## config.mk

```make
export PLATFORM = sky130hd
export DESIGN_NAME = regfile_mp_flat
export DESIGN_NICKNAME = d
export VERILOG_FILES = /design/src/rtl/regfile_pkg.sv /design/src/rtl/regfile_if.sv /design/src/rtl/regfile_rdport.sv /design/src/rtl/regfile_mp.sv /design/src/flat_wrapper.sv
export SDC_FILE = /design/constraint.sdc
export NUM_CORES = 1
export LEC_CHECK = 0
export CORE_MARGIN = 2
export CORE_UTILIZATION = 45
export CTS_CLUSTER_SIZE = 24
export DETAILED_ROUTE_END_ITERATION = 6
export GPL_TIMING_DRIVEN = 0
export PLACE_DENSITY_LB_ADDON = 0.1
export SLEW_MARGIN = 30
export SYNTH_ARGS = -nofsm -noshare
export SYNTH_HDL_FRONTEND = slang
export SYNTH_SLANG_ARGS = --single-unit
```

## constraint.sdc

```tcl
create_clock -name clk -period 3.6 [get_ports clk]
set_clock_uncertainty 0.15 [all_clocks]
set_input_delay 1.08 -clock clk [delete_from_list [all_inputs] [get_ports clk]]
set_output_delay 1.08 -clock clk [all_outputs]
set_load 0.05 [all_outputs]
```

## src/rtl/regfile_pkg.sv

```systemverilog
// Shared types and helpers for the multi-port register file.
// Lane slicing keeps flattened per-port buses consistent between top and bench.
package regfile_pkg;

  typedef enum logic {RF_IDLE, RF_CLEAR} rf_state_e;

  // Low bit of lane `lane` in a flattened bus of `width`-bit lanes.
  function automatic int lane_lo(input int lane, input int width);
    return lane * width;
  endfunction

endpackage

```

## src/rtl/regfile_if.sv

```systemverilog
// Control-side bus of the register file: write, reservation, read lanes, clear.
// The control unit holds the master modport; regfile_mp holds the slave.
interface regfile_if #(
  parameter int DATA_W = 16,
  parameter int DEPTH  = 16,
  parameter int ADDR_W = $clog2(DEPTH),
  parameter int NRD    = 2
);
  logic                    wr_en;
  logic [ADDR_W-1:0]       wr_addr;
  logic [DATA_W-1:0]       wr_data;
  logic                    rsv_en;
  logic [ADDR_W-1:0]       rsv_addr;
  logic [NRD-1:0]          rd_en;
  logic [NRD*ADDR_W-1:0]   rd_addr;
  logic [NRD*DATA_W-1:0]   rd_data;
  logic [NRD-1:0]          rd_pend;
  logic [NRD-1:0]          rd_valid;
  logic                    clr_start;
  logic                    clr_busy;
  logic                    clr_done;

  modport master (
    output wr_en, wr_addr, wr_data, rsv_en, rsv_addr, rd_en, rd_addr, clr_start,
    input  rd_data, rd_pend, rd_valid, clr_busy, clr_done
  );

  modport slave (
    input  wr_en, wr_addr, wr_data, rsv_en, rsv_addr, rd_en, rd_addr, clr_start,
    output rd_data, rd_pend, rd_valid, clr_busy, clr_done
  );
endinterface

```

## src/rtl/regfile_rdport.sv

```systemverilog
// One read lane: range/zero-register check, write forwarding, registered outputs.
// Write/reservation qualifiers arrive already filtered (range, zero reg, clear).
module regfile_rdport
  import regfile_pkg::*;
#(
  parameter int DATA_W   = 16,
  parameter int DEPTH    = 16,
  parameter int ADDR_W   = $clog2(DEPTH),
  parameter int BYPASS   = 1,
  parameter int ZERO_REG = 0
) (
  input  logic                         clk,
  input  logic                         n_rst,
  input  logic                         i_rd_en,
  input  logic [ADDR_W-1:0]            i_rd_addr,
  input  logic [DEPTH-1:0][DATA_W-1:0] i_mem,
  input  logic [DEPTH-1:0]             i_pend,
  input  logic                         i_wr_ok,
  input  logic [ADDR_W-1:0]            i_wr_addr,
  input  logic [DATA_W-1:0]            i_wr_data,
  input  logic                         i_rsv_ok,
  input  logic [ADDR_W-1:0]            i_rsv_addr,
  output logic [DATA_W-1:0]            o_rd_data,
  output logic                         o_rd_pend,
  output logic                         o_rd_valid
);

  localparam logic [ADDR_W:0] DEPTH_L = (ADDR_W+1)'(DEPTH);

  logic              w_in_rng;
  logic              w_zero;
  logic              w_fwd;
  logic [ADDR_W-1:0] w_idx;
  logic [DATA_W-1:0] w_data;
  logic              w_pend;

  assign w_in_rng = ({1'b0, i_rd_addr} < DEPTH_L);
  assign w_zero   = (ZERO_REG != 0) && (i_rd_addr == '0);
  assign w_idx    = w_in_rng ? i_rd_addr : '0;
  assign w_fwd    = (BYPASS != 0) && i_wr_ok && (i_wr_addr == i_rd_addr);

  // Forwarded pend is the post-write bit: only a same-cycle reservation keeps it set.
  always_comb begin
    w_data = i_mem[w_idx];
    w_pend = i_pend[w_idx];
    if (!w_in_rng || w_zero) begin
      w_data = '0;
      w_pend = 1'b0;
    end else if (w_fwd) begin
      w_data = i_wr_data;
      w_pend = i_rsv_ok && (i_rsv_addr == i_rd_addr);
    end
  end

  always_ff @(posedge clk or negedge n_rst) begin
    if (!n_rst) begin
      o_rd_data  <= '0;
      o_rd_pend  <= 1'b0;
      o_rd_valid <= 1'b0;
    end else begin
      o_rd_valid <= i_rd_en;
      if (i_rd_en) begin
        o_rd_data <= w_data;
        o_rd_pend <= w_pend;
      end
    end
  end

endmodule

```

## src/rtl/regfile_mp.sv

```systemverilog
// Parameterised multi-port register file with pending bits and a background
// bulk-clear sweep that zeroes one entry per cycle while reads stay live.
module regfile_mp
  import regfile_pkg::*;
#(
  parameter int DATA_W   = 16,
  parameter int DEPTH    = 16,
  parameter int ADDR_W   = $clog2(DEPTH),
  parameter int NRD      = 2,
  parameter int BYPASS   = 1,
  parameter int ZERO_REG = 0
) (
  input logic      clk,
  input logic      n_rst,
  regfile_if.slave bus
);

  localparam logic [ADDR_W:0]   DEPTH_L  = (ADDR_W+1)'(DEPTH);
  localparam logic [ADDR_W-1:0] LAST_IDX = ADDR_W'(DEPTH-1);

  logic [DEPTH-1:0][DATA_W-1:0] r_mem;
  logic [DEPTH-1:0]             r_pend;
  rf_state_e                    r_state;
  logic [ADDR_W-1:0]            r_idx;
  logic                         r_busy;
  logic                         r_done;

  logic                         w_wr_ok;
  logic                         w_rsv_ok;
  logic [NRD-1:0][DATA_W-1:0]   w_rd_data;
  logic [NRD-1:0]               w_rd_pend;
  logic [NRD-1:0]               w_rd_valid;

  function automatic logic f_addr_ok(input logic [ADDR_W-1:0] a);
    return ({1'b0, a} < DEPTH_L) && !((ZERO_REG != 0) && (a == '0));
  endfunction

  // Control-side updates are frozen while the clear sweep owns the array.
  assign w_wr_ok  = bus.wr_en  && (r_state == RF_IDLE) && f_addr_ok(bus.wr_addr);
  assign w_rsv_ok = bus.rsv_en && (r_state == RF_IDLE) && f_addr_ok(bus.rsv_addr);

  always_ff @(posedge clk or negedge n_rst) begin
    if (!n_rst) begin
      r_mem  <= '0;
      r_pend <= '0;
    end else if (r_state == RF_CLEAR) begin
      r_mem[r_idx]  <= '0;
      r_pend[r_idx] <= 1'b0;
    end else begin
      if (w_wr_ok) begin
        r_mem[bus.wr_addr]  <= bus.wr_data;
        r_pend[bus.wr_addr] <= 1'b0;
      end
      // Reservation is applied after the write so a same-address pair ends pending.
      if (w_rsv_ok)
        r_pend[bus.rsv_addr] <= 1'b1;
    end
  end

  always_ff @(posedge clk or negedge n_rst) begin
    if (!n_rst) begin
      r_state <= RF_IDLE;
      r_idx   <= '0;
      r_busy  <= 1'b0;
      r_done  <= 1'b0;
    end else begin
      r_done <= 1'b0;
      case (r_state)
        RF_IDLE: begin
          if (bus.clr_start) begin
            r_state <= RF_CLEAR;
            r_idx   <= '0;
            r_busy  <= 1'b1;
          end
        end
        RF_CLEAR: begin
          if (r_idx == LAST_IDX) begin
            r_state <= RF_IDLE;
            r_idx   <= '0;
            r_busy  <= 1'b0;
            r_done  <= 1'b1;
          end else begin
            r_idx <= r_idx + 1'b1;
          end
        end
        default: begin
          r_state <= RF_IDLE;
          r_busy  <= 1'b0;
        end
      endcase
    end
  end

  for (genvar gi = 0; gi < NRD; gi++) begin : g_rd
    regfile_rdport #(
      .DATA_W   (DATA_W),
      .DEPTH    (DEPTH),
      .ADDR_W   (ADDR_W),
      .BYPASS   (BYPASS),
      .ZERO_REG (ZERO_REG)
    ) u_rd (
      .clk        (clk),
      .n_rst      (n_rst),
      .i_rd_en    (bus.rd_en[gi]),
      .i_rd_addr  (bus.rd_addr[lane_lo(gi, ADDR_W) +: ADDR_W]),
      .i_mem      (r_mem),
      .i_pend     (r_pend),
      .i_wr_ok    (w_wr_ok),
      .i_wr_addr  (bus.wr_addr),
      .i_wr_data  (bus.wr_data),
      .i_rsv_ok   (w_rsv_ok),
      .i_rsv_addr (bus.rsv_addr),
      .o_rd_data  (w_rd_data[gi]),
      .o_rd_pend  (w_rd_pend[gi]),
      .o_rd_valid (w_rd_valid[gi])
    );
  end

  assign bus.rd_data  = w_rd_data;
  assign bus.rd_pend  = w_rd_pend;
  assign bus.rd_valid = w_rd_valid;
  assign bus.clr_busy = r_busy;
  assign bus.clr_done = r_done;

endmodule

```

## src/flat_wrapper.sv

```systemverilog
// flat-port wrapper written by rule: the top's interface ports become plain ports
module regfile_mp_flat import regfile_pkg::*;
#(
  parameter int DATA_W   = 16,
  parameter int DEPTH    = 16,
  parameter int ADDR_W   = $clog2(DEPTH),
  parameter int NRD      = 2,
  parameter int BYPASS   = 1,
  parameter int ZERO_REG = 0
)
  (clk, n_rst, bus_wr_en, bus_wr_addr, bus_wr_data, bus_rsv_en, bus_rsv_addr, bus_rd_en, bus_rd_addr, bus_clr_start, bus_rd_data, bus_rd_pend, bus_rd_valid, bus_clr_busy, bus_clr_done);
  regfile_if #(.DATA_W(DATA_W), .DEPTH(DEPTH), .ADDR_W(ADDR_W), .NRD(NRD)) bus_i ();
  input logic clk;
  input logic n_rst;
  input wire logic [$bits(bus_i.wr_en)-1:0] bus_wr_en;
  input wire logic [$bits(bus_i.wr_addr)-1:0] bus_wr_addr;
  input wire logic [$bits(bus_i.wr_data)-1:0] bus_wr_data;
  input wire logic [$bits(bus_i.rsv_en)-1:0] bus_rsv_en;
  input wire logic [$bits(bus_i.rsv_addr)-1:0] bus_rsv_addr;
  input wire logic [$bits(bus_i.rd_en)-1:0] bus_rd_en;
  input wire logic [$bits(bus_i.rd_addr)-1:0] bus_rd_addr;
  input wire logic [$bits(bus_i.clr_start)-1:0] bus_clr_start;
  output wire logic [$bits(bus_i.rd_data)-1:0] bus_rd_data;
  output wire logic [$bits(bus_i.rd_pend)-1:0] bus_rd_pend;
  output wire logic [$bits(bus_i.rd_valid)-1:0] bus_rd_valid;
  output wire logic [$bits(bus_i.clr_busy)-1:0] bus_clr_busy;
  output wire logic [$bits(bus_i.clr_done)-1:0] bus_clr_done;
  assign bus_i.wr_en = bus_wr_en;
  assign bus_i.wr_addr = bus_wr_addr;
  assign bus_i.wr_data = bus_wr_data;
  assign bus_i.rsv_en = bus_rsv_en;
  assign bus_i.rsv_addr = bus_rsv_addr;
  assign bus_i.rd_en = bus_rd_en;
  assign bus_i.rd_addr = bus_rd_addr;
  assign bus_i.clr_start = bus_clr_start;
  assign bus_rd_data = bus_i.rd_data;
  assign bus_rd_pend = bus_i.rd_pend;
  assign bus_rd_valid = bus_i.rd_valid;
  assign bus_clr_busy = bus_i.clr_busy;
  assign bus_clr_done = bus_i.clr_done;
  regfile_mp #(.DATA_W(DATA_W), .DEPTH(DEPTH), .ADDR_W(ADDR_W), .NRD(NRD), .BYPASS(BYPASS), .ZERO_REG(ZERO_REG)) u_core (.clk(clk), .n_rst(n_rst), .bus(bus_i));
endmodule
```

==> results.sh <==
export IMPL_ys_ff_latch=315
export IMPL_dp_slack_ns=-0.206
export IMPL_path_cells="clkdlybuf4s50_1 > nor2_1 > clkbuf_1 > a22oi_1 > nand2_1 > mux2i_1 > a21oi_1"
export IMPL_ys_async_sr_fraction_pct=100
export IMPL_syn_inst=1290
export IMPL_p_int_mw=7.44
export IMPL_drc=0
export IMPL_antenna_found_initial=2
export IMPL_via_count=12300
export IMPL_outcome="completed"
export IMPL_synth_edff_count=0
export IMPL_post_dp_hpwl_um=39600
export IMPL_synth_net_count=1333
export IMPL_seq_area_frac_synth_pct=47.1
export IMPL_cts_sink_count=315
export IMPL_grt_pass1_wl_um=81800
export IMPL_path_delay_family="buffers and inverters"
export IMPL_postCtsSetupBuffers=0
export IMPL_ys_flop_type="dfrtp_1"
export IMPL_postCtsResizedCells=0
export IMPL_drive_gt1_share_pct=21.8
export IMPL_fp_dieW_um=197
export IMPL_max_cap_viol_count=0
export IMPL_die_area_mm2=0.0388
export IMPL_grt_start_max_net_pins=79
export IMPL_power_density_mw_per_mm2=577
export IMPL_rsz0062_at_grt="no"
export IMPL_syn_avg_cell_area_um2=13.0
export IMPL_setup_ws_ns=0.324
export IMPL_fmax_ghz=0.305
export IMPL_yosysWarnings=0
export IMPL_setup_violations=0
export IMPL_area_growth_pct=14.1
export IMPL_clockPowerShare_pct=33.5
export IMPL_tritoncts="done"
export IMPL_finalCriticalPeriod_ns=3.28
export IMPL_vias_per_cell=6.59
export IMPL_p_sw_share_pct=32.5
export IMPL_fin_cells=1873
export IMPL_worstPathArrival_ns=3.57
export IMPL_gp_congestion=0.882
export IMPL_portBuffers=50
export IMPL_path_class="input pin to flip-flop"
export IMPL_start_util_pct=45.7
export IMPL_fp_coreArea_mm2=0.0366
export IMPL_antenna_left=0
export IMPL_relSlewSlack_pct=36.2
export IMPL_clockBufferDepth=3
export IMPL_ios=77
export IMPL_diodes=0
export IMPL_track_usage_pct=28.6
export IMPL_cp_end_kind="flip-flop"
export IMPL_finalHoldViolCount=0
export IMPL_worst_slew_pin_slew_ns=0.950
export IMPL_timing_final_crit_share_pct=91.0
export IMPL_slew_violations=0
export IMPL_cp_required_ns=3.90
export IMPL_cp_slowest_stage_delay_ns=0.79
export IMPL_routed_wl_um=54300
export IMPL_dr_first_iter_drc_count=1070
export IMPL_grt_ovfl_total=0
export IMPL_insertion_delay_ns=0.54
export IMPL_cts_made_buffers=36
export IMPL_grt_pass1_vias=12500
export IMPL_cts_root_buf="clkbuf_16"
export IMPL_worstPathMaxFanout=10
export IMPL_cts_max_level=2
export IMPL_power_leakage_nw=8.44
export IMPL_synth_area_mm2=0.0167
export IMPL_die_h_um=197
export IMPL_combPwrFrac_pct=25.5
export IMPL_finalNetCount=1425
export IMPL_hold_buffers=0
export IMPL_pwr_share_seq_pct=41.0
export IMPL_fill_cells=3186
export IMPL_p_switching_mw=3.59
export IMPL_path_clk_slew_ns=0.06
export IMPL_cp_num_buf_inv=2
export IMPL_row_count=70
export IMPL_placed_cells=1812
export IMPL_hp_class="input pin to asynchronous set/reset pin"
export IMPL_ys_types=39
export IMPL_cp_start_kind="input pin"
export IMPL_dr_pass1_iters=6
export IMPL_ir_drop_uv=317
export IMPL_cp_slowest_cell="nor2_1"
export IMPL_wl_per_cell_um=29.0
-- cell usage in the layout (no fill, tap or decap), types with 13 or more instances in the layout --
cell type        instances
nor2b_1                 26
clkbuf_16               38
clkbuf_1                80
nand2_1                103
nor2_1                  41
mux4_2                 136
o21ai_0                 20
a21oi_1                 60
clkdlybuf4s50_1         49
a22o_1                 241
buf_4                   16
dfrtp_1                315
xor2_1                  13
buf_2                   55
a22oi_1                 68
mux2i_1                 32
-- cells by family after synthesis --
logic type               Yosys count  synth area share (%)
XOR/XNOR                          17                 0.889
AND/OR/NAND/NOR                  212                  6.83
multiplexers                     168                  20.2
AO/OA/AOI/OAI                    414                  20.1
buffers and inverters            160                  4.64
adder cells (fa/ha/maj)            4                 0.299
flip-flops                       315                  47.1
-- routing by layer --
layer  up-vias  part of all wire [%]  track usage, %
li1       5209                     -               -
met1      6454                    43            41.4
met2       579                    46            44.3
met3        96                   8.4            5.92
met4         4                   2.2            7.74
met5         -                 0.042               0
-- path summary, 6_finish.rpt --
check,slack [ns],start,to,cells after the start
max reg2reg,0.87,u_core.r_state,u_core.r_mem[218],6
max in group asynchronous,1.45,n_rst,u_core.r_mem[54],4
min reg2reg,0.36,u_core.r_mem[132],u_core.r_mem[132],1
min,0.32,n_rst,u_core.g_rd[1].u_rd.o_rd_valid,1
max,0.32,bus_rd_addr[5],u_core.g_rd[1].u_rd.o_rd_data[10],7
min in group clk,0.36,u_core.r_mem[132],u_core.r_mem[132],1
-- Yosys cell counts (20+ instances only) --
| cell | number | share of area [%] |
|---|---|---|
| a22oi_1 | 68 | 3.0 |
| nor2b_1 | 26 | 0.97 |
| a22o_1 | 241 | 13 |
| nand2_1 | 103 | 2.3 |
| dfrtp_1 | 315 | 47 |
| a21oi_1 | 60 | 1.8 |
| mux2i_1 | 32 | 1.9 |
| o21ai_0 | 20 | 0.60 |
| clkbuf_1 | 70 | 1.6 |
| buf_2 | 55 | 1.6 |
| nor2_1 | 41 | 0.92 |
| mux4_2 | 136 | 18 |
-- metrics by stage --
| stage | power, mW | hold slack [ns] | util, % | setup TNS (ns) | cell area (µm²) |
|---|---|---|---|---|---|
| global placement | 7.27 | 0.344 | 48.7 | -4035.61 | 17800 |
| detailed placement | 7.34 | 0.347 | 49.0 | -3.88 | 17900 |
| CTS | 11.0 | 0.334 | 52.2 | 0 | 19100 |
| finish | 11.0 | 0.319 | 52.2 | 0 | 19100 |
| global route | 11.5 | 0.345 | 52.2 | 0 | 19100 |
| floorplan | 6.39 | 0.327 | - | 0 | 16700 |
-- power groups by stage --
stage	Sequential (mW)	Combinational, mW	Clock, mW
6_report	4.52	2.81	3.69
5_1_grt	4.58	2.99	3.89
3_3_place_gp	4.53	2.74	0
2_1_floorplan	4.63	1.77	0
4_1_cts	4.50	2.80	3.74
3_5_place_dp	4.55	2.79	0
-- state kept, by name, indices dropped and copies added (netlist names) --
| signal | flops |
|---|---|
| u_core.bus.clr_busy | 1 |
| u_core.g_rd.u_rd.o_rd_pend | 2 |
| u_core.r_state | 1 |
| u_core.g_rd.u_rd.o_rd_valid | 2 |
| u_core.bus.clr_done | 1 |
| u_core.r_mem | 256 |
| u_core.r_pend | 16 |
| u_core.r_idx | 4 |
| u_core.g_rd.u_rd.o_rd_data | 32 |
-- area by class of cell --
cell class	count	area, µm²	area share [%]
tap	468	586	3.06
inverter	7	26.3	0.137
buffer	153	751	3.93
timing repair buffer	54	616	3.22
sequential	315	7880	41.2
clock buffer	54	1070	5.60
clock inverter	7	96.3	0.504
multi-input combinational	815	8080	42.3
No activity file was read; power rests on OpenSTA's default activity.
